<file path="config.mk">
export PLATFORM = sky130hd
export DESIGN_NAME = ll_rx_ctrl_cred
export DESIGN_NICKNAME = d
export VERILOG_FILES = /design/src/rtl/ll_rx_pkg.sv /design/src/rtl/ll_sat_cnt.sv /design/src/rtl/ll_rx_ctrl_cred.sv
export SDC_FILE = /design/constraint.sdc
export NUM_CORES = 1
export LEC_CHECK = 0
export ABC_AREA = 0
export CAP_MARGIN = 10
export CORE_MARGIN = 10
export CORE_UTILIZATION = 55
export DETAILED_ROUTE_END_ITERATION = 16
export GPL_ROUTABILITY_DRIVEN = 0
export PLACE_DENSITY = 0.81
export SYNTH_ARGS = -nofsm -noshare
export SYNTH_HDL_FRONTEND = slang
export SYNTH_SLANG_ARGS = --single-unit
</file>
<file path="constraint.sdc">
create_clock -name clk_wr -period 3.7 [get_ports clk_wr]
set_input_delay 0.37 -clock clk_wr [delete_from_list [all_inputs] [get_ports clk_wr]]
set_output_delay 0.37 -clock clk_wr [all_outputs]
set_load 0.01 [all_outputs]
</file>
<file path="src/rtl/ll_rx_pkg.sv">
// ll_rx_pkg: shared state encoding, counter-width helper and debug counter width for the link receive side.
package ll_rx_pkg;
  typedef enum logic [1:0] {IDLE = 2'd0, GRANT = 2'd1, ACTIVE = 2'd2} rx_state_e;
  localparam int LL_DBG_CNT_W = 16;
  function automatic int clog2p1(input int n);
    return $clog2(n) + 1;
  endfunction
endpackage

</file>
<file path="src/rtl/ll_sat_cnt.sv">
// ll_sat_cnt: saturating up-counter with synchronous clear.
module ll_sat_cnt #(
  parameter int W = 16
) (
  input  logic         clk,
  input  logic         rst,
  input  logic         clr,
  input  logic         inc,
  output logic [W-1:0] cnt
);
  logic [W-1:0] cnt_q, cnt_d;
  always_comb cnt_d = clr ? '0 : (inc & ~&cnt_q) ? cnt_q + W'(1) : cnt_q;
  always_ff @(posedge clk) cnt_q <= rst ? '0 : cnt_d;
  assign cnt = cnt_q;
endmodule

</file>
<file path="src/rtl/ll_rx_ctrl_cred.sv">
// ll_rx_ctrl_cred: credit-based link receive control; grants the initial credit pool, tracks FIFO occupancy, returns credits.
// Define LL_RX_CTRL_DBG_CNT_EN to add saturating write/credit-return debug counters.
module ll_rx_ctrl_cred
  import ll_rx_pkg::*;
#(
  parameter int FIFO_DEPTH = 8,
  parameter int CNT_W      = clog2p1(FIFO_DEPTH)
) (
  input  logic             clk_wr,
  input  logic             rst_wr,
  input  logic             rx_online,
  input  logic             rxfifo_i_push,
  output logic             rxfifo_i_wr,
  output logic             rxfifo_i_pop,
  output logic             user_o_valid,
  input  logic             user_o_ready,
  output logic             rx_credit_ret,
  output logic [CNT_W-1:0] rx_occupancy,
  output logic             rx_overflow
`ifdef LL_RX_CTRL_DBG_CNT_EN
  ,
  output logic [LL_DBG_CNT_W-1:0] dbg_wr_cnt,
  output logic [LL_DBG_CNT_W-1:0] dbg_ret_cnt
`endif
);
  localparam logic [CNT_W-1:0] DEPTH = CNT_W'(FIFO_DEPTH);
  rx_state_e        state_q, state_d;
  logic [CNT_W-1:0] occ_q, occ_d, pend_q, pend_d, grant_q, grant_d;
  logic             ovf_q, ovf_d, act_ret;
  always_comb begin
    user_o_valid  = (occ_q != '0) & rx_online & (state_q != IDLE);
    rxfifo_i_pop  = user_o_valid & user_o_ready;
    rxfifo_i_wr   = rxfifo_i_push & rx_online & ((occ_q < DEPTH) | rxfifo_i_pop);
    act_ret       = (state_q == ACTIVE) & (pend_q != '0);
    rx_credit_ret = rx_online & ((state_q == GRANT) | act_ret);
    state_d = !rx_online ? IDLE :
              (state_q == IDLE) ? GRANT :
              (state_q == GRANT && grant_q == CNT_W'(1)) ? ACTIVE : state_q;
    grant_d = (state_q == IDLE) ? DEPTH : (state_q == GRANT) ? grant_q - CNT_W'(1) : grant_q;
    occ_d   = !rx_online ? '0 : occ_q + CNT_W'(rxfifo_i_wr) - CNT_W'(rxfifo_i_pop);
    // pops made while granting are banked here and returned once ACTIVE
    pend_d  = (!rx_online || state_q == IDLE) ? '0 :
              pend_q + CNT_W'(rxfifo_i_pop) - CNT_W'(act_ret);
    ovf_d   = rx_online & (ovf_q | (rxfifo_i_push & ~rxfifo_i_wr));
  end
  always_ff @(posedge clk_wr) begin
    if (rst_wr) begin
      state_q <= IDLE;
      occ_q   <= '0;
      pend_q  <= '0;
      grant_q <= '0;
      ovf_q   <= 1'b0;
    end else begin
      state_q <= state_d;
      occ_q   <= occ_d;
      pend_q  <= pend_d;
      grant_q <= grant_d;
      ovf_q   <= ovf_d;
    end
  end
  assign rx_occupancy = occ_q;
  assign rx_overflow  = ovf_q;
`ifdef LL_RX_CTRL_DBG_CNT_EN
  ll_sat_cnt #(.W(LL_DBG_CNT_W)) u_wr_cnt (
    .clk(clk_wr), .rst(rst_wr), .clr(1'b0), .inc(rxfifo_i_wr), .cnt(dbg_wr_cnt)
  );
  ll_sat_cnt #(.W(LL_DBG_CNT_W)) u_ret_cnt (
    .clk(clk_wr), .rst(rst_wr), .clr(1'b0), .inc(rx_credit_ret), .cnt(dbg_ret_cnt)
  );
`endif
endmodule

</file>
==> out/metrics.yaml <==
outcome:
  status: "finished, final reports clean"
worst_setup_path:
  worst-path-max-fanout: 5
  cpPeakStageDelay_ns: 0.55
  timing.rr.end: "rx_occupancy[1]"
  end_kind: "primary output"
  cp_cell_sequence: "inv_1 -> ha_1 -> nor3b_1 -> nor3b_2 -> o211a_1 -> clkdlybuf4s50_1"
  r2r_slack_ns: 1.37
  rr_worst_depth: 9
  critPathTopFamily: "buffers and inverters"
  regToRegStartpoint: "rx_occupancy[2]"
  critPathRequiredTime_ns: 3.33
  crit_buf_inv: 2
  crit_type: "register to primary output"
  slowest_stage: "clkdlybuf4s50_1"
  critPathLaunchType: "register"
  worst_ep_arrival_time_ns: 2.21
yosys:
  synth_ff_type: "dfxtp_1"
  mappedNetlistNets: 120
  synthTopCellsByCount: "inv_1 (18), dfxtp_1 (15), ha_1 (12)"
  synth_top_area_cell: "dfxtp_1"
  synth_cell_types: 31
  ys_warn_count: 0
  syn_inst: 101
  yosysMostFrequentCell: "inv_1"
  async_flop_share: 0
  avgSynthCellArea_sq_um: 8.80
  synthTopCellsByArea: "dfxtp_1 (34%), ha_1 (17%), inv_1 (7.6%)"
  synth_edf_count: 0
  synth_top_cell_area_share: 0.338
  synth.cell_area_sq_um: 888
  synth.ff_latch_count: 15
  yosysSeqAreaShare: 0.338
clock_tree:
  path_clk_slew_ns: 0.09
  ctsHoldBuffers: 0
  cts_tree: "yes"
  clock_sinks: 15
  post-cts-setup-buffers: 0
  cts_buffer_depth: 2
  ctsRootBufferMaster: "clkbuf_4"
  cts-buffers-inserted: 3
  h-tree-depth: 1
  ctsResizeCount: 0
  clk_latency_ns: 0.28
floorplanning:
  ios: 14
  row_count: 14
  dieArea_sq_um: 3620
  die_w_microns: 60.2
  die_h_microns: 60.2
  start_util: 0.583
  fp.coreArea_sq_um: 1520
detailed_routing:
  via_count: 734
  drc: 0
  wl_mm: 1.83
  post_drt_wl_per_cell_microns: 13.8
  dr.first_iter.drc_count: 15
  viasPerCell: 5.52
  first_pass_iters: 4
  drtAntennaViolNets: 0
finish:
  syn_to_final_growth_pct: 19.0
  drive_gt1_frac: 0.0513
  fillers: 133
  antenna_cells: 0
  nets: 137
  final_core_util: 0.694
global_route:
  antenna_found_initial: 0
  grt_pass1_wl_mm: 3.23
  track_usage: 0.115
  grt_overflow: 0
  grt_max_degree: 11
  grt_pass1_vias: 716
timing:
  finalSetupViolCount: 0
  period_share: 0.696
  worst-slew-pin-transition_ns: 0.386
  skew_ns: 0.00390
  fin_tns_setup_ns: 0
  relSlewSlack: 0.740
  max_freq_mhz: 388
  hold_viol: 0
  fin_crit_ns: 2.58
  drv_slew: 0
  rsz0062_at_grt: "no"
power:
  vdd_drop_max_mv: 0.221
  finalPower_mw: 0.296
  power.density_nw_per_um2: 280
  p_leak_nw: 0.405
hold_path:
  hold_end: "rx_overflow"
  min_from: "rx_overflow"
  min_path_type: "register to register"
  holdPathStages: 2
place:
  port_buffers: 13
  dp_hpwl_mm: 1.46
job:
  drv_cap: 0
-- flip-flops by register name (all words and copies together), names as in the netlist --
name and count:
pend_q 4, rx_overflow 1, state_q 2, grant_q 4
rx_occupancy 4
-- worst min-delay path: cells and delay by family, from the launching register on --
| kind | cells | cell delay, ns |
|---|---|---|
| AOI/OAI and AO/OA | 1 | 0.06 |
| DFF | 1 | 0.32 |
| and+or+nand+nor | 1 | 0.05 |
-- cells by family (layout without fill, tap and decap cells) --
family | Yosys count | in the layout | share of synthesized area
AOI/OAI and AO/OA | 20 | 20 | 0.148
buffers and inverters | 19 | 35 | 0.0845
xor gates and xnor gates | 2 | 2 | 0.0197
and+or+nand+nor | 30 | 30 | 0.185
muxes | 1 | 1 | 0.0113
DFF | 15 | 15 | 0.338
adders and majority gates | 14 | 14 | 0.214
-- report_power, final --
part / switching (mW) / total, mW / internal (mW)
combinational: 0.0159 / 0.0332 / 0.0173
sequential: 0.00465 / 0.170 / 0.165
clock: 0.0509 / 0.0926 / 0.0417
total: 0.0714 / 0.296 / 0.224
-- metal layers --
layer,vias up,global-route usage,wire length [microns]
met1,346,0.146,840
met5,-,0,0
met4,0,0.0417,17
met3,2,0.0530,116
met2,17,0.163,856
li1,369,-,-
-- metrics by stage --
stage | area [sq um] | hold slack (ns) | cells | worst slack [ns]
floorplan | 888 | 0.439 | 101 | 1.44
global placement | 1030 | 0.458 | 129 | 1.23
detailed placement | 1030 | 0.468 | 129 | 1.14
CTS | 1060 | 0.481 | 133 | 1.13
global route | 1060 | 0.505 | 133 | 0.961
finish | 1060 | 0.478 | 133 | 1.12
-- cell type report --
cell class                      instances  area [sq um]  share of cell area
Tap cell                               16          20.0              0.0189
Inverter                               18          67.6              0.0639
Multi-Input combinational cell         67           513               0.485
Timing Repair Buffer                   13           130               0.123
Sequential cell                        15           300               0.284
Clock buffer                            4          26.3              0.0249
-- cell usage in the layout (no fill, tap or decap) --
cell	count
nor3b_1	2
clkbuf_1	1
a31oi_1	1
nand3_1	2
nor3_1	2
nand2b_1	4
and2_1	2
a21o_1	1
xor2_1	1
o21ai_1	1
o21a_1	1
o31ai_1	1
a21oi_1	8
and2b_1	1
clkdlybuf4s50_1	13
nor2b_2	1
nand3b_1	1
dfxtp_1	15
a311oi_1	1
mux2i_1	1
nor2b_1	1
clkbuf_4	3
o211a_1	1
a31o_1	1
a2111oi_2	1
fa_1	2
nand2_1	6
ha_1	12
xnor2_1	1
o21ai_0	3
inv_1	18
nor2_1	7
nor3b_2	1
-- how the worst max path moves through the flow --
stage,end,from,depth (start not counted)
2_1_floorplan,rx_occupancy[1],rx_occupancy[2],9
3_3_place_gp,rx_occupancy[3],rx_online,9
3_5_place_dp,rx_occupancy[1],rx_online,8
4_1_cts,rxfifo_i_wr,rx_occupancy[2],6
5_1_grt,rxfifo_i_wr,rx_occupancy[2],6
6_report,rxfifo_i_wr,rx_occupancy[2],6
No activity file was read; power rests on OpenSTA's default activity.
==> variant: new RTL, config.mk and constraints unchanged <==
The parameter `FIFO_DEPTH` goes from 8 to 4.
--- a/src/rtl/ll_rx_ctrl_cred.sv
+++ b/src/rtl/ll_rx_ctrl_cred.sv
@@ -3,7 +3,7 @@
 module ll_rx_ctrl_cred
   import ll_rx_pkg::*;
 #(
-  parameter int FIFO_DEPTH = 8,
+  parameter int FIFO_DEPTH = 4,
   parameter int CNT_W      = clog2p1(FIFO_DEPTH)
 ) (
   input  logic             clk_wr,
Ports: changed (resized rx_occupancy); port bits go from 14 to 13. No check against the original RTL was run, so the function may have changed too.
==> variant against the unedited design <==
Synthesized area down 27%; count of clock-buffer cells in the layout did not move; sequential cell count is 3 lower; setup slack gained 240 ps; core utilization increased by 3.6 points; sequential power decreased by 20%; global-route usage is 0.53 points lower; total power is 9.5% lower; clock skew grew 0.57 ps; first-iteration DRC count down 40%; fmax is 10% higher; final area decreased by 23%; routed wire length down 27%; critical path type is now reg2reg; highest routed layer unchanged.
==> variant: results (changes against the unedited design) <==
[status]
status = finished, final reports clean

[yosys]
synth_top_cells_by_count = dfxtp_1 (12), inv_1 (10), nor2_1 (10)
synth-edff-count = 0  ; unchanged
yosysWarnings = 0  ; unchanged
ys_top_cells_by_area = dfxtp_1 (37%), ha_1 (12%), fa_1 (6.2%)
netlist-cell-type-count = 22  ; -29%
synth_seq_area_share = 0.3728  ; +0.03479
async_flop_share = 0  ; unchanged
syn_inst = 73  ; -28%
synth_fp_nets = 86  ; -28%

[place]
dp_hpwl_mm = 1.109  ; -24%
place_inst = 98  ; -24%
placedInstanceArea_sq_um = 774.5  ; -25%
io_buffers = 12  ; -1

[cells_and_area]
nNetsFinal = 102  ; -26%
instances_no_fill = 102  ; -23%
antenna-diode-count = 0  ; unchanged
fillCellCount = 89  ; -33%
drive_gt1_frac = 0.07955  ; +0.02826

[clock_network]
postCtsSetupRepairBufs = 0  ; unchanged
clk_latency_ps = 280  ; about the same
cts_buffer_depth = 2  ; unchanged
post_cts_resized = 0  ; unchanged
clkTransAtPathRegs_ps = 80
htree_levels = 1  ; unchanged
cts_made_buffers = 3  ; unchanged
cts_root_buf = clkbuf_4

[hold_path]
hp-class = reg2reg

[route]
drtPass1Iterations = 3  ; -1
drt_iter0_drc = 9  ; -6
drt-total-wl_mm = 1.343  ; -27%
viasPerCell = 5.049  ; -8.5%

[global_route]
grt_use_total = 0.1094  ; -0.005340
grt_max_degree = 12  ; +1
grt_pass1_wl_mm = 2.297  ; -29%
grt_pass1_vias = 550  ; -23%
antenna_found_initial = 0  ; unchanged

[worst_setup_path]
crit_arrival_ps = 2510  ; +300 ps
crit_fanout = 11  ; +6

[pwr]
switching_share = 0.2307  ; -0.01067
power.leakage_nw = 0.3446  ; -15%
peakVddDrop_mv = 0.2374  ; +7.4%

[floorplanning]
fp-row-count = 12  ; -2

[sta]
setup-tns-final_ps = 0  ; unchanged
relSlewSlack = 0.7440  ; +0.004363
finalClockSkew_ps = 4.461  ; +0.5654 ps

-- variant: cell count changes in the layout (fill, tap and decap cells not counted), sizes merged, moves of 2 or more --
cell / change
ha: -6
dfxtp: -3
nand3: -2
o21a: +2
nor3b: -2
nand2b: -2
inv: -8
nand2: -2
and2: +2
o21ai: -2
nor2: +4
a21oi: -5
-- variant: metrics by stage --
step / util / worst slack, ps
4_1_cts: 0.7297 / 1340
2_1_floorplan: - / 1375
3_3_place_gp: 0.6971 / 1133
5_1_grt: 0.7297 / 1165
6_report: 0.7297 / 1364
3_5_place_dp: 0.6971 / 1062
-- variant: path summary, 6_finish.rpt --
check | from | endpoint | slack [ps] | cells after the start
hold reg to reg | rx_overflow$_SDFF_PP0_ | rx_overflow$_SDFF_PP0_ | 480 | 2
hold / removal | rx_overflow$_SDFF_PP0_ | rx_overflow$_SDFF_PP0_ | 480 | 2
setup / recovery | state_q[1]$_SDFFE_PP0P_ | rx_occupancy[2]$_SDFF_PP0_ | 1360 | 11
setup reg to reg | state_q[1]$_SDFFE_PP0P_ | rx_occupancy[2]$_SDFF_PP0_ | 1360 | 11
-- variant: power groups by stage --
stage / sequential [W] / clock [W] / combinational [W]
finish: 0.000136 / 0.000107 / 0.0000253
global route: 0.000136 / 0.000115 / 0.0000289
CTS: 0.000136 / 0.000110 / 0.0000257
detailed placement: 0.000139 / 0 / 0.0000255
global placement: 0.000139 / 0 / 0.0000248
floorplan: 0.000138 / 0 / 0.0000133
-- variant: logic make-up (layout without fill, tap and decap cells) --
logic type | Yosys count | in the layout | share of synthesized area
buffers and inverters | 11 | 26 | 0.06991
AOI/OAI and AO/OA | 12 | 12 | 0.1204
xor gates and xnor gates | 3 | 3 | 0.04078
DFF | 12 | 12 | 0.3728
and+or+nand+nor | 27 | 27 | 0.2175
adders and majority gates | 8 | 8 | 0.1786
-- variant: routing by layer --
metal,track usage,vias up,wire (um)
met5,0,-,0
met4,0.07787,0,59
met3,0.05420,6,80
met2,0.1698,10,657
met1,0.1128,233,546
li1,-,266,-
-- variant: critical path, cell delays in order, from the launching register on --
cell and delay, ps:
dfxtp_1 560, nor2_2 100, nor3b_2 190, and2_1 200, ha_1 240, inv_1 50
ha_1 120, inv_1 50, fa_1 370, xor2_1 170, xnor2_1 130, nor2_1 50
-- variant: final cells by class --
type / instances / area (sq um) / area share
Multi-Input combinational cell: 50 / 359.1 / 0.4429
Sequential cell: 12 / 240.2 / 0.2963
Timing Repair Buffer: 12 / 120.1 / 0.1481
Inverter: 10 / 37.54 / 0.04630
Clock buffer: 4 / 36.28 / 0.04475
Tap cell: 14 / 17.52 / 0.02160
